**config.mk**
```make
export PLATFORM = sky130hd
export DESIGN_NAME = de_pipe_reg
export DESIGN_NICKNAME = d
export VERILOG_FILES = /design/src/rtl/de_pipe_reg.sv
export SDC_FILE = /design/constraint.sdc
export NUM_CORES = 1
export LEC_CHECK = 0
export CAP_MARGIN = 20
export CORE_AREA = 2 2 157 159
export DETAILED_ROUTE_END_ITERATION = 7
export DIE_AREA = 0 0 159 161
export SYNTH_ARGS = -nofsm -noshare
export SYNTH_HDL_FRONTEND = slang
export SYNTH_SLANG_ARGS = --single-unit
```
**constraint.sdc**
```tcl
create_clock -name clk -period 2.8 [get_ports clk]
set_clock_uncertainty 0.1 [all_clocks]
set_input_delay 0.28 -clock clk [delete_from_list [all_inputs] [get_ports clk]]
set_output_delay 0.28 -clock clk [all_outputs]
set_load 0.02 [all_outputs]
```
**src/rtl/de_pipe_reg.sv**
```systemverilog
// D/E pipeline register with load-use stall detection, bubble injection,
// M-stage Tnew hand-off and a saturating stall-cycle counter.
module de_pipe_reg #(
  parameter int TW   = 2,
  parameter int CNTW = 32
) (
  input  logic            clk,
  input  logic            reset,
  input  logic            Clear,
  input  logic [31:0]     D_PC,
  input  logic [31:0]     D_Instr,
  input  logic [31:0]     D_RD1,
  input  logic [31:0]     D_RD2,
  input  logic [31:0]     D_Ext,
  input  logic [4:0]      D_Rs,
  input  logic [4:0]      D_Rt,
  input  logic [4:0]      D_Addr,
  input  logic            D_GRFWE,
  input  logic [TW-1:0]   D_Tnew,
  input  logic            D_UseRs,
  input  logic            D_UseRt,
  input  logic [TW-1:0]   D_TuseRs,
  input  logic [TW-1:0]   D_TuseRt,
  input  logic            M_GRFWE,
  input  logic [4:0]      M_Addr,
  input  logic [TW-1:0]   M_Tnew,
  output logic            Stall,
  output logic [31:0]     E_PC,
  output logic [31:0]     E_Instr,
  output logic [31:0]     E_RD1,
  output logic [31:0]     E_RD2,
  output logic [31:0]     E_Ext,
  output logic [4:0]      E_Rs,
  output logic [4:0]      E_Rt,
  output logic [4:0]      E_Addr,
  output logic            E_GRFWE,
  output logic [TW-1:0]   E_Tnew,
  output logic [TW-1:0]   EM_Tnew,
  output logic [CNTW-1:0] StallCnt
);

  typedef struct packed {
    logic [31:0]   pc;
    logic [31:0]   instr;
    logic [31:0]   rd1;
    logic [31:0]   rd2;
    logic [31:0]   ext;
    logic [4:0]    rs;
    logic [4:0]    rt;
    logic [4:0]    addr;
    logic          grfwe;
    logic [TW-1:0] tnew;
  } e_stage_t;

  e_stage_t d_fields;
  e_stage_t e_q;

  logic stall_rs_e, stall_rs_m, stall_rt_e, stall_rt_m;

  assign d_fields = '{pc: D_PC, instr: D_Instr, rd1: D_RD1, rd2: D_RD2,
                      ext: D_Ext, rs: D_Rs, rt: D_Rt, addr: D_Addr,
                      grfwe: D_GRFWE, tnew: D_Tnew};

  // A producer only blocks D when its result arrives strictly later than D
  // needs it; equal timing is covered by the forwarding mux. $zero never hazards.
  // NOTE: every always_comb output gets a value on every path, so no latch is inferred.
  always_comb begin
    stall_rs_e = D_UseRs && (D_Rs != 5'd0) && e_q.grfwe &&
                 (e_q.addr == D_Rs) && (e_q.tnew > D_TuseRs);
    stall_rs_m = D_UseRs && (D_Rs != 5'd0) && M_GRFWE &&
                 (M_Addr == D_Rs) && (M_Tnew > D_TuseRs);
    stall_rt_e = D_UseRt && (D_Rt != 5'd0) && e_q.grfwe &&
                 (e_q.addr == D_Rt) && (e_q.tnew > D_TuseRt);
    stall_rt_m = D_UseRt && (D_Rt != 5'd0) && M_GRFWE &&
                 (M_Addr == D_Rt) && (M_Tnew > D_TuseRt);
    Stall      = !reset && (stall_rs_e || stall_rs_m || stall_rt_e || stall_rt_m);
  end

  // A bubble is the all-zero E record: no write enable, no destination, Tnew 0.
  // NOTE: state registers use non-blocking assignments so every flop samples
  // pre-edge values regardless of statement order.
  always_ff @(posedge clk) begin
    if (reset) begin
      e_q      <= '0;
      StallCnt <= '0;
    end else begin
      if (Clear || Stall) e_q <= '0;
      else                e_q <= d_fields;
      if (Stall && (StallCnt != '1)) StallCnt <= StallCnt + CNTW'(1);
    end
  end

  assign E_PC    = e_q.pc;
  assign E_Instr = e_q.instr;
  assign E_RD1   = e_q.rd1;
  assign E_RD2   = e_q.rd2;
  assign E_Ext   = e_q.ext;
  assign E_Rs    = e_q.rs;
  assign E_Rt    = e_q.rt;
  assign E_Addr  = e_q.addr;
  assign E_GRFWE = e_q.grfwe;
  assign E_Tnew  = e_q.tnew;
  assign EM_Tnew = (e_q.tnew == '0) ? '0 : e_q.tnew - TW'(1);

endmodule

```
### Word level (Yosys, flattened, before mapping)

Cells that the tools add are included.
W data, S select, Z words.

| word-level totals | value |
|---|---|
| register bits | 210 |
| output and inout port bits | 213 |
| word-level logic and storage cells | 48 |

| cells by class | value |
|---|---|
| add/subtract/negate cells | 2 |
| $lt $le $gt $ge | 4 |
| equal/unequal tests | 5 |
| multiplexer cells | 1 |
| reductions and logical operators | 25 |

Operators with widths:

| operator | count |
|---|---|
| $add A32 B1 Y32 const B | 1 |
| $ne A32 B32 Y1 const B | 1 |
| $eq A5 B5 Y1 | 4 |
| $logic_and A1 B1 Y1 | 16 |
| $reduce_bool A5 Y1 | 2 |
| $gt A2 B2 Y1 | 4 |
| $logic_or A1 B1 Y1 | 4 |
| $logic_not A2 Y1 | 1 |
| $mux W2 | 1 |
| $reduce_or A2 Y1 | 1 |
| $sub A2 B1 Y2 const B | 1 |
| $logic_not A1 Y1 | 1 |

### Longest topological paths before layout

| depth | value |
|---|---|
| depth after elaboration | 11 |
| depth in mapped cells | 12 |

### Worst setup path after synthesis

OpenSTA, ideal clock, no wires.

| timing path | value |
|---|---|
| path kind | register to register |
| start | register e_q (netlist bit E_Tnew[0]) |
| end | register StallCnt[3] |
| setup time | 0.121 ns |
| arrival time | 2.302 ns |
| slack | 0.277 ns |
| stages on the path, launching flop included | 12 |
| path buffers | 2 |
| cells stage by stage | dfxtp_1 inv_1 ha_1 nand2_1 nand3_1 nor4_1 o221ai_1 and2_4 buf_6 buf_6 nor4b_1 mux2_2 |

| on the way | value |
|---|---|
| longest elaborated chain between the ends | 7 |
| elaborated cells on any way between the ends | 9 |
| those cells by class | order compare: 2; reduce/logical: 7 |

Ends and longest elaborated chain:

| item | RTL line | text |
|---|---|---|
| from (decl) | 56 | `e_stage_t e_q;` |
| from (signal assigned) | 88 | `else e_q <= d_fields;` |
| $gt A2 B2 Y1 | 69 | `(e_q.addr == D_Rs) && (e_q.tnew > D_TuseRs);` |
| $logic_and A1 B1 Y1 | 69 |  |
| $logic_or A1 B1 Y1 | 76 | `Stall = !reset && (stall_rs_e \|\| stall_rs_m \|\| stall_rt_e \|\| stall_rt_m);` |
| $logic_or A1 B1 Y1 * (2 in series) | 76 |  |
| $logic_and A1 B1 Y1 * | 76 |  |
| $logic_and A1 B1 Y1 * | 89 | `if (Stall && (StallCnt != '1)) StallCnt <= StallCnt + CNTW'(1);` |
| to (signal assigned) | 89 |  |
| to (decl) | 39 | `output logic [CNTW-1:0] StallCnt` |

Mark *: on every way between the ends. The rest lies on a longest branch, timed or not.
A chain may end at the register's enable or synchronous reset.

### Worst setup path in the final report

| timing path | value |
|---|---|
| start | register e_q (netlist bit E_Tnew[1]) |
| end | output port Stall |

| on the way | value |
|---|---|
| longest elaborated chain between the ends | 6 |
| elaborated cells on any way between the ends | 8 |
| those cells by class | order compare: 2; reduce/logical: 6 |

Ends and longest elaborated chain:

| item | RTL line | text |
|---|---|---|
| $gt A2 B2 Y1 | 69 |  |
| $logic_and A1 B1 Y1 | 69 |  |
| $logic_or A1 B1 Y1 | 76 |  |
| $logic_or A1 B1 Y1 * (2 in series) | 76 |  |
| $logic_and A1 B1 Y1 * | 76 |  |
| to (decl) | 27 | `output logic Stall,` |

Marked as above.

==> flow_summary_export.csv <==
group,metric,value,unit
outcome,outcome,"complete, no violations",
worst_setup_path,critical_path_required,2.42,ns
sta,finalHoldViolCount,0,
drt,drt_iter0_markers,194,
logic_synthesis,synth_common_cells,"dfxtp_1, and2_1, a21oi_1",
cts,cts_tree,"yes",
pwr,cellLeakagePower,4.65,nW
placed_design,dpl.hpwl,17.6,mm
logic_synthesis,synth_area,6890,um^2
worst_setup_path,critical-path-max-stage-delay,0.40,ns
worst_setup_path,start_kind,"flop",
cts,cts_max_path_buffers,3,
finish,utilization,0.511,
sta,fmax,391,MHz
placed_design,place_area,11500,um^2
floorplanning,num_io_pins,408,
grt,grtUsageTotal,0.170,
cts,hold_buffers,0,
floorplanning,die_area,25600,um^2
worst_setup_path,path_class,"flop to primary output",
floorplanning,die_h,161,um
placed_design,pre_cts_slack,-0.152,ns
cts,cts_made_buffers,24,
logic_synthesis,ys_types,34,
finish,fillers,2226,
pwr,p_int,5.40,mW
sta,final.min_clock_period,2.55,ns
drt,via_count,5856,
grt,grt_pass1_wl,34.1,mm
finish,syn2layout_area_growth,77.6,%
logic_synthesis,synth_nets,845,
logic_synthesis,synth-main-ff-cell,"dfxtp_1",
drt,drc,0,
finish,nets,1274,
logic_synthesis,synth_edf_count,0,
drt,drt_wl_total,22.5,mm
pwr,pwr-share-comb,0.119,
pwr,clockPowerShare,0.432,
sta,setup_viol,0,
floorplanning,core,24000,um^2
worst_setup_path,worstPathArrival,2.17,ns
drt,drtPass1Iterations,4,
worst_setup_path,path_cells,"ha_1, nand2_1, nand3_1, nor4_1, o221ai_1, and2_4, nor2_1, clkbuf_2",
floorplanning,fp-row-count,57,
job,cap_violations,0,
pwr,ir_drop,0.401,mV
floorplanning,fp.dieW,159,um
logic_synthesis,synthTopCellsByArea,"dfxtp_1, and2_1, xnor2_1",
drt,drt-vias-per-instance,4.15,
cts,cts.sinks,210,
pwr,power_frac_seq,0.448,
finish,drive_gt1_frac,0.0737,
floorplanning,start_util,0.288,
hold_path,hold_path.class,"input pin to flop",
cts,path_clk_slew,0.06,ns
placed_design,gp_congestion,0.785,
cts,cts_setup_buffers,0,
pwr,p_switching,1.57,mW
drt,detail-route-antenna-nets,0,
logic_synthesis,ys_seq_elements,210,
finish,postLayoutCellArea,12200,um^2
logic_synthesis,ys_warn_count,0,
logic_synthesis,avgSynthCellArea,10.8,um^2
sta,slew_headroom,0.716,
grt,antenna_found_initial,1,
cts,htreeDepth,1,
logic_synthesis,seq_area_frac_synth,0.610,
logic_synthesis,yosysTopAreaCell,"dfxtp_1",
pwr,power_density,569,nW/um^2
pwr,p_sw_frac,0.225,
sta,tns,0,ns
grt,overflow,0,
logic_synthesis,synth_top_area_frac,0.610,
worst_setup_path,path_max_fanout,13,
sta,rsz0062_at_grt,"no",
pwr,power,6.97,mW
sta,final.setup.worst_slack,0.246,ns
logic_synthesis,synthCells,641,
cts,root_buffer,"clkbuf_16",
cts,insertion_delay,0.51,ns
sta,worst_pin_slew,0.426,ns
logic_synthesis,synth_most_common_cell,"dfxtp_1",
drt,wire_per_inst,15.9,um
placed_design,portBuffers,407,
logic_synthesis,synth_async_sr_flop_share,0,
grt,first_global_vias,5787,
worst_setup_path,endpoint_kind,"primary output",
sta,fin_crit_sh,0.912,
worst_setup_path,slowest_stage,"dfxtp_1",
sta,drv_slew,0,
grt,grt_max_degree,58,
[power by group through the flow]
stage / combinational [mW] / sequential (mW) / clock, mW
6_report: 0.831 / 3.13 / 3.02
3_5_place_dp: 0.840 / 3.19 / 0
4_1_cts: 0.844 / 3.13 / 3.12
3_3_place_gp: 0.841 / 3.19 / 0
5_1_grt: 0.889 / 3.14 / 3.25
2_1_floorplan: 0.149 / 3.32 / 0
[area by class of cell]
cell class | count | area, um^2 | area share
Antenna cell | 1 | 2.50 | 0.000204
Clock buffer | 34 | 688 | 0.0562
Clock inverter | 8 | 82.6 | 0.00674
Inverter | 9 | 33.8 | 0.00276
Multi-Input combinational cell | 390 | 2500 | 0.204
Sequential cell | 210 | 4210 | 0.343
Tap cell | 324 | 405 | 0.0331
Timing Repair Buffer | 435 | 4330 | 0.353
[cell families (layout without fill, tap and decap cells)]
kind of cell	count (synthesis)	in the layout	synth area share
XOR/XNOR	20	20	0.0254
other	0	1	0
AND/OR/NAND/NOR	301	301	0.265
AO/OA/AOI/OAI	51	51	0.0414
adder cells (fa/ha/maj)	9	9	0.0163
flip-flops	210	210	0.610
buffers and inverters	41	486	0.0278
multiplexers	9	9	0.0145
[what timing repair did]
action / in CTS / in global routing
endpoints found under the setup margin: 1 / 1
gates resized for setup: 3 / 2
pin swaps: 0 / 0
[metal layers]
layer	up-vias	track usage	routed length, um
met3	36	0.0639	2200
met4	0	0.0504	540
li1	2969	-	-
met5	-	0	0
met1	2580	0.186	8640
met2	271	0.305	11100
[worst max-delay path, delay by kind of cell, from the launching register on]
kind                     cells  cell delay, ns
buffers and inverters        1            0.17
AO/OA/AOI/OAI                1            0.16
adder cells (fa/ha/maj)      1            0.27
flip-flops                   1            0.40
AND/OR/NAND/NOR              5            0.65
[state kept, by name, summed over array words and instances (netlist names), 2 cells and up]
signal,flops
E_Addr,5
E_Ext,32
E_RD2,32
StallCnt,32
E_Rs,5
E_Rt,5
E_RD1,32
E_Tnew,2
E_PC,32
E_Instr,32
[final timing paths]
check	start	to	slack, ns	depth (start not counted)
setup / recovery	E_Tnew[1]$_SDFF_PP0_	Stall	0.25	8
setup reg to reg	E_Tnew[1]$_SDFF_PP0_	StallCnt[29]$_SDFFE_PP0P_	0.33	9
hold reg to reg	StallCnt[21]$_SDFFE_PP0P_	StallCnt[21]$_SDFFE_PP0P_	0.40	2
hold / removal	D_Addr[2]	E_Addr[2]$_SDFF_PP0_	0.22	2
[cell usage in the layout (no fill, tap or decap), drive strengths merged, types with 8 or more instances in the layout]
master         instances
ha                     9
nand4                 11
nand2                 16
nor2b                  9
inv                    9
a21oi                 26
mux2                   8
or3                   14
o21ai                 15
clkbuf                35
or4                    9
clkdlybuf4s50        406
buf                   28
dfxtp                210
nand3                 20
nor2                  13
xnor2                 16
and2                 182
[stage by stage]
| step | cells | hold slack, ns |
|---|---|---|
| 4_1_cts | 1410 | 0.185 |
| 2_1_floorplan | 641 | 0.302 |
| 5_1_grt | 1411 | 0.198 |
| 3_3_place_gp | 1368 | 0.379 |
| 6_report | 1411 | 0.217 |
| 3_5_place_dp | 1368 | 0.393 |
Note: power is estimated with default switching activity, not from simulation.
